## src/rtl/muldiv_seq_if.sv

```systemverilog
// rtl/muldiv_seq_if.sv - request, ALU and response signal bundle for muldiv_seq
interface muldiv_seq_if #(
    parameter int XLEN = 32
);
    logic            req_valid;
    logic            req_ready;
    logic [1:0]      req_op;
    logic [XLEN-1:0] req_a;
    logic [XLEN-1:0] req_b;
    logic [3:0]      alu_op;
    logic [XLEN-1:0] alu_lhs;
    logic [XLEN-1:0] alu_rhs;
    logic [XLEN-1:0] alu_res;
    logic            resp_valid;
    logic            resp_ready;
    logic [XLEN-1:0] resp_data;

    // Requester side, which also owns the shared ALU and the response consumer
    modport master (
        output req_valid, req_op, req_a, req_b, alu_res, resp_ready,
        input  req_ready, alu_op, alu_lhs, alu_rhs, resp_valid, resp_data
    );

    // Sequencer side
    modport slave (
        input  req_valid, req_op, req_a, req_b, alu_res, resp_ready,
        output req_ready, alu_op, alu_lhs, alu_rhs, resp_valid, resp_data
    );
endinterface

```

## src/rtl/muldiv_seq.sv

```systemverilog
// rtl/muldiv_seq.sv - iterative unsigned multiply/divide sequencer borrowing the core ALU
module muldiv_seq #(
    parameter int         XLEN   = 32,
    parameter int         ITERS  = 32,
    parameter logic [3:0] OP_ADD = 4'd0,
    parameter logic [3:0] OP_SUB = 4'd1
) (
    input  logic        clk,
    input  logic        reset,
    muldiv_seq_if.slave bus
);
    localparam int               CNT_W    = $clog2(ITERS);
    localparam logic [CNT_W-1:0] LAST     = CNT_W'(ITERS - 1);
    localparam logic [1:0]       OP_MULHU = 2'd1;
    localparam logic [1:0]       OP_REMU  = 2'd3;

    typedef enum logic [1:0] {S_IDLE, S_MUL, S_DIV, S_DONE} state_t;

    state_t          r_state;
    state_t          w_state_nxt;
    logic [1:0]      r_op;
    logic [CNT_W-1:0] r_count;
    logic [XLEN-1:0] r_hi;
    logic [XLEN-1:0] r_lo;
    logic [XLEN-1:0] r_mcand;
    logic [XLEN-1:0] r_rem;
    logic [XLEN-1:0] r_quo;
    logic [XLEN-1:0] r_dvsr;
    logic            r_resp_valid;
    logic [XLEN-1:0] r_resp_data;

    logic            w_last;
    logic            w_carry;
    logic            w_ge;
    logic [XLEN-1:0] w_rs;
    logic [XLEN-1:0] w_hi_nxt;
    logic [XLEN-1:0] w_lo_nxt;
    logic [XLEN-1:0] w_rem_nxt;
    logic [XLEN-1:0] w_quo_nxt;
    logic [3:0]      w_alu_op;
    logic [XLEN-1:0] w_alu_lhs;
    logic [XLEN-1:0] w_alu_rhs;

    assign w_last = (r_count == LAST);

    // Multiply step: the ALU adds the partial product to hi; unsigned wrap reveals the carry,
    // and the 65-bit {carry, sum, lo} shifts right by one into {hi, lo}.
    assign w_carry  = (bus.alu_res < r_hi);
    assign w_hi_nxt = {w_carry, bus.alu_res[XLEN-1:1]};
    assign w_lo_nxt = {bus.alu_res[0], r_lo[XLEN-1:1]};

    // Restoring divide step: the shifted-out msb means the partial remainder already exceeds any divisor.
    assign w_rs      = {r_rem[XLEN-2:0], r_quo[XLEN-1]};
    assign w_ge      = r_rem[XLEN-1] | !(w_rs < r_dvsr);
    assign w_rem_nxt = w_ge ? bus.alu_res : w_rs;
    assign w_quo_nxt = {r_quo[XLEN-2:0], w_ge};

    assign bus.req_ready  = (r_state == S_IDLE);
    assign bus.resp_valid = r_resp_valid;
    assign bus.resp_data  = r_resp_data;
    assign bus.alu_op     = w_alu_op;
    assign bus.alu_lhs    = w_alu_lhs;
    assign bus.alu_rhs    = w_alu_rhs;

    // State register
    always_ff @(posedge clk or posedge reset) begin
        if (reset) begin
            r_state <= S_IDLE;
        end else begin
            r_state <= w_state_nxt;
        end
    end

    // Next state and ALU operand drive; the ALU is driven only from registered state
    always_comb begin
        w_state_nxt = r_state;
        w_alu_op    = OP_ADD;
        w_alu_lhs   = '0;
        w_alu_rhs   = '0;
        case (r_state)
            S_IDLE: begin
                if (bus.req_valid) begin
                    w_state_nxt = bus.req_op[1] ? S_DIV : S_MUL;
                end
            end
            S_MUL: begin
                w_alu_op  = OP_ADD;
                w_alu_lhs = r_hi;
                w_alu_rhs = r_lo[0] ? r_mcand : '0;
                if (w_last) begin
                    w_state_nxt = S_DONE;
                end
            end
            S_DIV: begin
                w_alu_op  = OP_SUB;
                w_alu_lhs = w_rs;
                w_alu_rhs = r_dvsr;
                if (w_last) begin
                    w_state_nxt = S_DONE;
                end
            end
            S_DONE: begin
                if (bus.resp_ready) begin
                    w_state_nxt = S_IDLE;
                end
            end
            default: w_state_nxt = S_IDLE;
        endcase
    end

    // Operand latch, iteration datapath and response register
    always_ff @(posedge clk or posedge reset) begin
        if (reset) begin
            r_op         <= '0;
            r_count      <= '0;
            r_hi         <= '0;
            r_lo         <= '0;
            r_mcand      <= '0;
            r_rem        <= '0;
            r_quo        <= '0;
            r_dvsr       <= '0;
            r_resp_valid <= 1'b0;
            r_resp_data  <= '0;
        end else begin
            case (r_state)
                S_IDLE: begin
                    if (bus.req_valid) begin
                        r_op    <= bus.req_op;
                        r_count <= '0;
                        if (bus.req_op[1]) begin
                            r_rem  <= '0;
                            r_quo  <= bus.req_a;
                            r_dvsr <= bus.req_b;
                        end else begin
                            r_hi    <= '0;
                            r_lo    <= bus.req_a;
                            r_mcand <= bus.req_b;
                        end
                    end
                end
                S_MUL: begin
                    r_hi    <= w_hi_nxt;
                    r_lo    <= w_lo_nxt;
                    r_count <= r_count + 1'b1;
                    if (w_last) begin
                        r_resp_valid <= 1'b1;
                        r_resp_data  <= (r_op == OP_MULHU) ? w_hi_nxt : w_lo_nxt;
                    end
                end
                S_DIV: begin
                    r_rem   <= w_rem_nxt;
                    r_quo   <= w_quo_nxt;
                    r_count <= r_count + 1'b1;
                    if (w_last) begin
                        r_resp_valid <= 1'b1;
                        r_resp_data  <= (r_op == OP_REMU) ? w_rem_nxt : w_quo_nxt;
                    end
                end
                S_DONE: begin
                    if (bus.resp_ready) begin
                        r_resp_valid <= 1'b0;
                    end
                end
                default: r_resp_valid <= 1'b0;
            endcase
        end
    end
endmodule

```

## src/flat_wrapper.sv

```systemverilog
// flat-port wrapper written by rule: the top's interface ports become plain ports
module muldiv_seq_flat 
#(
    parameter int         XLEN   = 32,
    parameter int         ITERS  = 32,
    parameter logic [3:0] OP_ADD = 4'd0,
    parameter logic [3:0] OP_SUB = 4'd1
)
  (clk, reset, bus_req_valid, bus_req_op, bus_req_a, bus_req_b, bus_alu_res, bus_resp_ready, bus_req_ready, bus_alu_op, bus_alu_lhs, bus_alu_rhs, bus_resp_valid, bus_resp_data);
  muldiv_seq_if #(.XLEN(XLEN)) bus_i ();
  input  logic clk;
  input  logic reset;
  input wire logic [$bits(bus_i.req_valid)-1:0] bus_req_valid;
  input wire logic [$bits(bus_i.req_op)-1:0] bus_req_op;
  input wire logic [$bits(bus_i.req_a)-1:0] bus_req_a;
  input wire logic [$bits(bus_i.req_b)-1:0] bus_req_b;
  input wire logic [$bits(bus_i.alu_res)-1:0] bus_alu_res;
  input wire logic [$bits(bus_i.resp_ready)-1:0] bus_resp_ready;
  output wire logic [$bits(bus_i.req_ready)-1:0] bus_req_ready;
  output wire logic [$bits(bus_i.alu_op)-1:0] bus_alu_op;
  output wire logic [$bits(bus_i.alu_lhs)-1:0] bus_alu_lhs;
  output wire logic [$bits(bus_i.alu_rhs)-1:0] bus_alu_rhs;
  output wire logic [$bits(bus_i.resp_valid)-1:0] bus_resp_valid;
  output wire logic [$bits(bus_i.resp_data)-1:0] bus_resp_data;
  assign bus_i.req_valid = bus_req_valid;
  assign bus_i.req_op = bus_req_op;
  assign bus_i.req_a = bus_req_a;
  assign bus_i.req_b = bus_req_b;
  assign bus_i.alu_res = bus_alu_res;
  assign bus_i.resp_ready = bus_resp_ready;
  assign bus_req_ready = bus_i.req_ready;
  assign bus_alu_op = bus_i.alu_op;
  assign bus_alu_lhs = bus_i.alu_lhs;
  assign bus_alu_rhs = bus_i.alu_rhs;
  assign bus_resp_valid = bus_i.resp_valid;
  assign bus_resp_data = bus_i.resp_data;
  muldiv_seq #(.XLEN(XLEN), .ITERS(ITERS), .OP_ADD(OP_ADD), .OP_SUB(OP_SUB)) u_core (.clk(clk), .reset(reset), .bus(bus_i));
endmodule
```

## config.mk

```make
export PLATFORM = sky130hd
export DESIGN_NAME = muldiv_seq_flat
export DESIGN_NICKNAME = d
export VERILOG_FILES = /design/src/rtl/muldiv_seq_if.sv /design/src/rtl/muldiv_seq.sv /design/src/flat_wrapper.sv
export SDC_FILE = /design/constraint.sdc
export NUM_CORES = 1
export LEC_CHECK = 0
export CORE_MARGIN = 4
export CORE_UTILIZATION = 46
export CTS_CLUSTER_SIZE = 8
export DETAILED_ROUTE_END_ITERATION = 10
export MAX_ROUTING_LAYER = met4
export PLACE_DENSITY = 0.7
export REMOVE_ABC_BUFFERS = 1
export SETUP_SLACK_MARGIN = 0.15
export SLEW_MARGIN = 10
export SYNTH_ARGS = -nofsm -noshare
export SYNTH_HDL_FRONTEND = slang
export SYNTH_SLANG_ARGS = --single-unit
```

## constraint.sdc

```tcl
create_clock -name clk -period 9.35 [get_ports clk]
set_input_delay 0.935 -clock clk [delete_from_list [all_inputs] [get_ports clk]]
set_output_delay 0.935 -clock clk [all_outputs]
set_load 0.02 [all_outputs]
```

Yosys cells after proc, flatten, opt, wreduce, memory -nomap -nowiden --
Cells that the tools add are included.
Word-level totals: flip-flop bits (word level) 234, bits in latches 0, bits in writable memories 0, memory bits (read-only) 0, input bits 102, output and inout port bits 102, word-level logic and storage cells 78, memories kept 0
Operators by class: add/subtract/negate cells 1, multipliers 0, div/mod/pow operators 0, $lt $le $gt $ge 2, eq/ne operators 13, shifts and indexed selects 0, muxes and demuxes 32, bitwise gates (word level) 2, reduce and logical (&&, ||, !) cells 17
Operator list (number):
- 2-to-1 mux 32 bit | 14
- one-hot mux 32 bit (2 select lines) | 7
- less-than comparator 32 bit | 2
- AND reduction 3 bit | 7
- one-hot mux 5 bit (2 select lines) | 1
- nonzero test 2 bit | 5
- 2-to-1 mux 2 bit | 4
- inequality test 2 bit (second input constant) | 4
- equality test 2 bit (second input constant) | 3
- inequality test 2 x 1 -> 1 bit (second input constant) | 3
- one-hot mux 2 bit (3 select lines) | 1
- adder 5 x 1 -> 5 bit (second input constant) | 1
- equality test 5 bit (second input constant) | 1
- 2-to-1 mux 5 bit | 1
- equality test 2 x 1 -> 1 bit (second input constant) | 2
- AND reduction 2 bit | 2
- 2-to-1 mux 1 bit | 3
- zero test 2 bit | 1
- one-hot mux 1 bit (2 select lines) | 1
- OR reduction 2 bit | 1
- zero test 1 bit | 1
- NOT 1 bit | 1
- bitwise OR 1 bit | 1

Longest topological paths before layout --
word-level depth 7, depth in mapped cells 11, mapped depth without buffers 9

Worst setup path before layout --
Ideal clock, no wire load.
path type register to output, from register u_core.r_state[0], to output port bus_alu_rhs[10], data arrival time 1960 ps, required time 8415 ps, setup slack 6455 ps, cell stages (with the launch flop) 8, path buffers 3, cell sequence dfrtp_1 -> inv_1 -> ha_1 -> buf_2 -> clkbuf_1 -> clkbuf_1 -> a22oi_1 -> nor2b_1
On the way: word-level cells in the longest chain between the ends 2, elaborated cells between the ends (all ways) 3
Ends and longest elaborated chain:
- start, declared | RTL line muldiv_seq.sv:19 | state_t r_state;
- start signal, assigned | RTL line muldiv_seq.sv:70 | r_state <= w_state_nxt;
- equality test 2 bit / equality test 2 x 1 -> 1 bit (equally long branches) | RTL line muldiv_seq.sv:80 | case (r_state)
- one-hot mux 32 bit (2 select lines) * | RTL line muldiv_seq.sv:80
- end, declared | RTL line flat_wrapper.sv:22 | output wire logic [$bits(bus_i.alu_rhs)-1:0] bus_alu_rhs;
Mark *: on every way between the ends. The rest lies on a longest branch, timed or not.

Worst setup path in the final report --
from register u_core.r_state[0], to output port bus_alu_lhs[2]
On the way: word-level cells in the longest chain between the ends 2, elaborated cells between the ends (all ways) 3
Ends and longest elaborated chain:
- equality test 2 bit / equality test 2 x 1 -> 1 bit (equally long branches) | RTL line muldiv_seq.sv:80
- one-hot mux 32 bit (2 select lines) * | RTL line muldiv_seq.sv:80
- end, declared | RTL line flat_wrapper.sv:21 | output wire logic [$bits(bus_i.alu_lhs)-1:0] bus_alu_lhs;
Marked as above.

==> results.ini <==
[outcome]
outcome=completed

[timing]
timing.fmax_mhz=229
slew_violations=0
max-slew-margin-rel_pct=21.1
rsz0062_at_grt=false
clock_skew_ns=0.0136
finalSetupViolCount=0
tightest_slew_ns=1.18
hold_viol_final=0
whs_ns=0.481
period_minus_slack_ns=4.36
period_share_pct=46.6

[finish]
drive_above_1_share_pct=8.87
mostFrequentLayoutCell=dfrtp_1
fillCellCount=2393
layoutNonFillerInstCount=1891
mostFrequentLayoutCells=234 x dfrtp_1, 200 x clkdlybuf4s50_1, 153 x nand2_1, 99 x o21ai_0, 96 x mux2i_1
fin_area_um2=16200
area_growth_pct=24.5
nNetsFinal=1680

[place]
placed_cells_incl_taps=1851
placed_area_um2=15300
hpwl_mm=26.1
placement.io_buffers=200
gp_congestion=0.867

[min_path]
min_from=u_core.r_lo[0]
worstHoldEndpoint=u_core.r_lo[0]
hold_class=reg2reg
whs_path_depth=2

[synth]
ys.warnings.count=0
synth.area.top_cells=dfrtp_1 45%, mux2i_1 7.4%, ha_1 6.5%, mux2_2 5.6%, nand2_1 4.4%
synth_ff_type=dfrtp_1
synth_async_sr_flop_share_pct=100
syn_area_per_cell_um2=9.60
synth-seq-cells=234
ys_types=54
syn_inst=1356
synth_area_leader_cell=dfrtp_1
synth_edf_count=0
syn_area_um2=13000
yosysTopAreaCellShare_pct=45.0
synth_seq_area_share_pct=45.0

[global_routing]
grt_max_degree=109
antenna_found_initial=2
grt.overflow.total=0
grt_first_pass_wirelength_mm=61.1
grt_use_total_pct=25.2
grt_pass1_vias=10858

[die]
core_area_um2=27900
dieArea_um2=31100
die_h_um=176
die_w_um=176
row_count=61
ios=204
initial_core_util_pct=46.7

[power]
powerDensity_nw_per_um2=368
power_leakage_uw=0.00679
p_comb_share_pct=50.1
clkPwrFrac_pct=18.7
p_int_uw=3400
p_switching_uw=2570
ir_drop_mv=0.170
pwr-share-seq_pct=31.2
swShare_pct=43.1

[setup_path]
critPathMaxStageDelay_ns=0.75
arrival_ns=3.43
cp.required_ns=8.42
crit_path_top_delay_cell=buf_4
startpoint_type=flip-flop
path_class=reg2out
cp_max_fo=74
rr_endpoint=u_core.bus.resp_data[13]
crit_chain=inv_1 > ha_4 > buf_4 > a22oi_1 > nor2b_1 > clkdlybuf4s50_1
end_kind=primary output
reg2reg_depth=8
r2r_slack_ns=5.89
r2r-start=u_core.r_state[1]

[routing]
vias_per_cell=5.71
routed_wl_mm=38.4
met2_length_mm=17.8
wl_per_cell_um=20.3
top_layer_used=met4
vias=10805
wl_met3_mm=2.34
drc=0
antenna_left=0
drt_iter0_markers=984
first_pass_iters=5
wl_met1_mm=17.1

[cts]
post_cts_buffers=0
cts.clk_slew.worst_paths_ns=0.05
cts_buffers=35
worstSkewPairLatency_ns=0.49
clock-sinks=234
hold_buffers=0
clockBufferDepth=3
h-tree-depth=2
cts_tree=done
cts.repair.resized=0
clock-root-buffer=clkbuf_16

[flow_run]
cap_violations=0

## sequential cells by signal, summed over array words and instances, names as in the netlist
register	flops
u_core.r_hi	32
u_core.r_lo	32
u_core.r_dvsr	32
u_core.r_state	2
u_core.bus.resp_data	32
u_core.r_count	5
u_core.r_mcand	32
u_core.r_rem	32
u_core.bus.resp_valid	1
u_core.r_op	2
u_core.r_quo	32
## stage by stage
step | util (%) | power, uW | TNS [ns] | setup WS [ns]
after global placement | 54.8 | 4760 | 0 | 5.52
final | 58.2 | 5970 | 0 | 4.99
after global routing | 58.2 | 6400 | 0 | 4.78
after CTS | 58.2 | 5980 | 0 | 4.94
after detailed placement | 54.8 | 4850 | 0 | 5.49
after floorplan | - | 3810 | -77.04 | -1.33
## cells in the mapped netlist, types with 30 or more instances
library cell and n:
a22oi_1 64, a31oi_1 31, clkbuf_1 86, dfrtp_1 234, ha_1 68, inv_1 71, mux2_2 65, mux2i_1 96
nand2_1 154, nand3_1 35, nor2_1 76, nor2b_1 66, nor3_1 30, o21ai_0 99, o21ai_1 45, o221ai_1 33
## how the worst max path moves through the flow
| stage | from | end | slack [ns] | cells after the start |
|---|---|---|---|---|
| after global routing | u_core.r_state[0] | bus_alu_lhs[7] | 4.78 | 6 |
| final | u_core.r_state[0] | bus_alu_lhs[2] | 4.99 | 6 |
| after floorplan | u_core.r_state[0] | u_core.r_quo[10] | -1.33 | 5 |
| after global placement | u_core.r_state[0] | bus_alu_lhs[2] | 5.52 | 6 |
| after CTS | u_core.r_state[0] | bus_alu_lhs[2] | 4.94 | 6 |
| after detailed placement | u_core.r_state[0] | bus_alu_lhs[2] | 5.49 | 6 |
## critical path, delay by kind of cell (launching register included)
kind	cells	cell delay, ns
compound gates	1	0.30
flops	1	0.42
simple gates	1	0.18
buf+inv	3	1.52
fa+ha+maj	1	0.43
## area by class of cell
cell class | count | area (um2) | share of cell area [%]
clock inverter | 1 | 8.76 | 0.0540
antenna | 2 | 5.00 | 0.0309
multi-input combinational | 952 | 6540 | 40.4
clock buffer | 37 | 926 | 5.71
tap | 378 | 473 | 2.92
inverter | 71 | 274 | 1.69
sequential | 234 | 5860 | 36.1
timing repair buffer | 216 | 2120 | 13.1
## power by group through the flow
stage / Clock (uW) / Sequential, uW / Combinational, uW
floorplan: 0 / 1770 / 2030
global placement: 0 / 1850 / 2910
detailed placement: 0 / 1860 / 2990
CTS: 1140 / 1850 / 3000
global route: 1180 / 1910 / 3320
finish: 1120 / 1860 / 2990
## per-layer routing
layer	global-route usage [%]	vias up
met1	35.2	5265
met5	-	-
met2	37.9	364
li1	-	5107
met4	8.93	0
met3	3.79	69
## logic make-up (layout without fill, tap and decap cells)
group	Yosys count	in the layout	synth area share (%)
buf+inv	172	325	5.50
simple gates	387	387	13.6
other cells	1	5	0.0288
compound gates	333	333	16.3
mux	161	161	13.0
flops	234	234	45.0
fa+ha+maj	68	68	6.53
(Power assumes the default switching activity.)
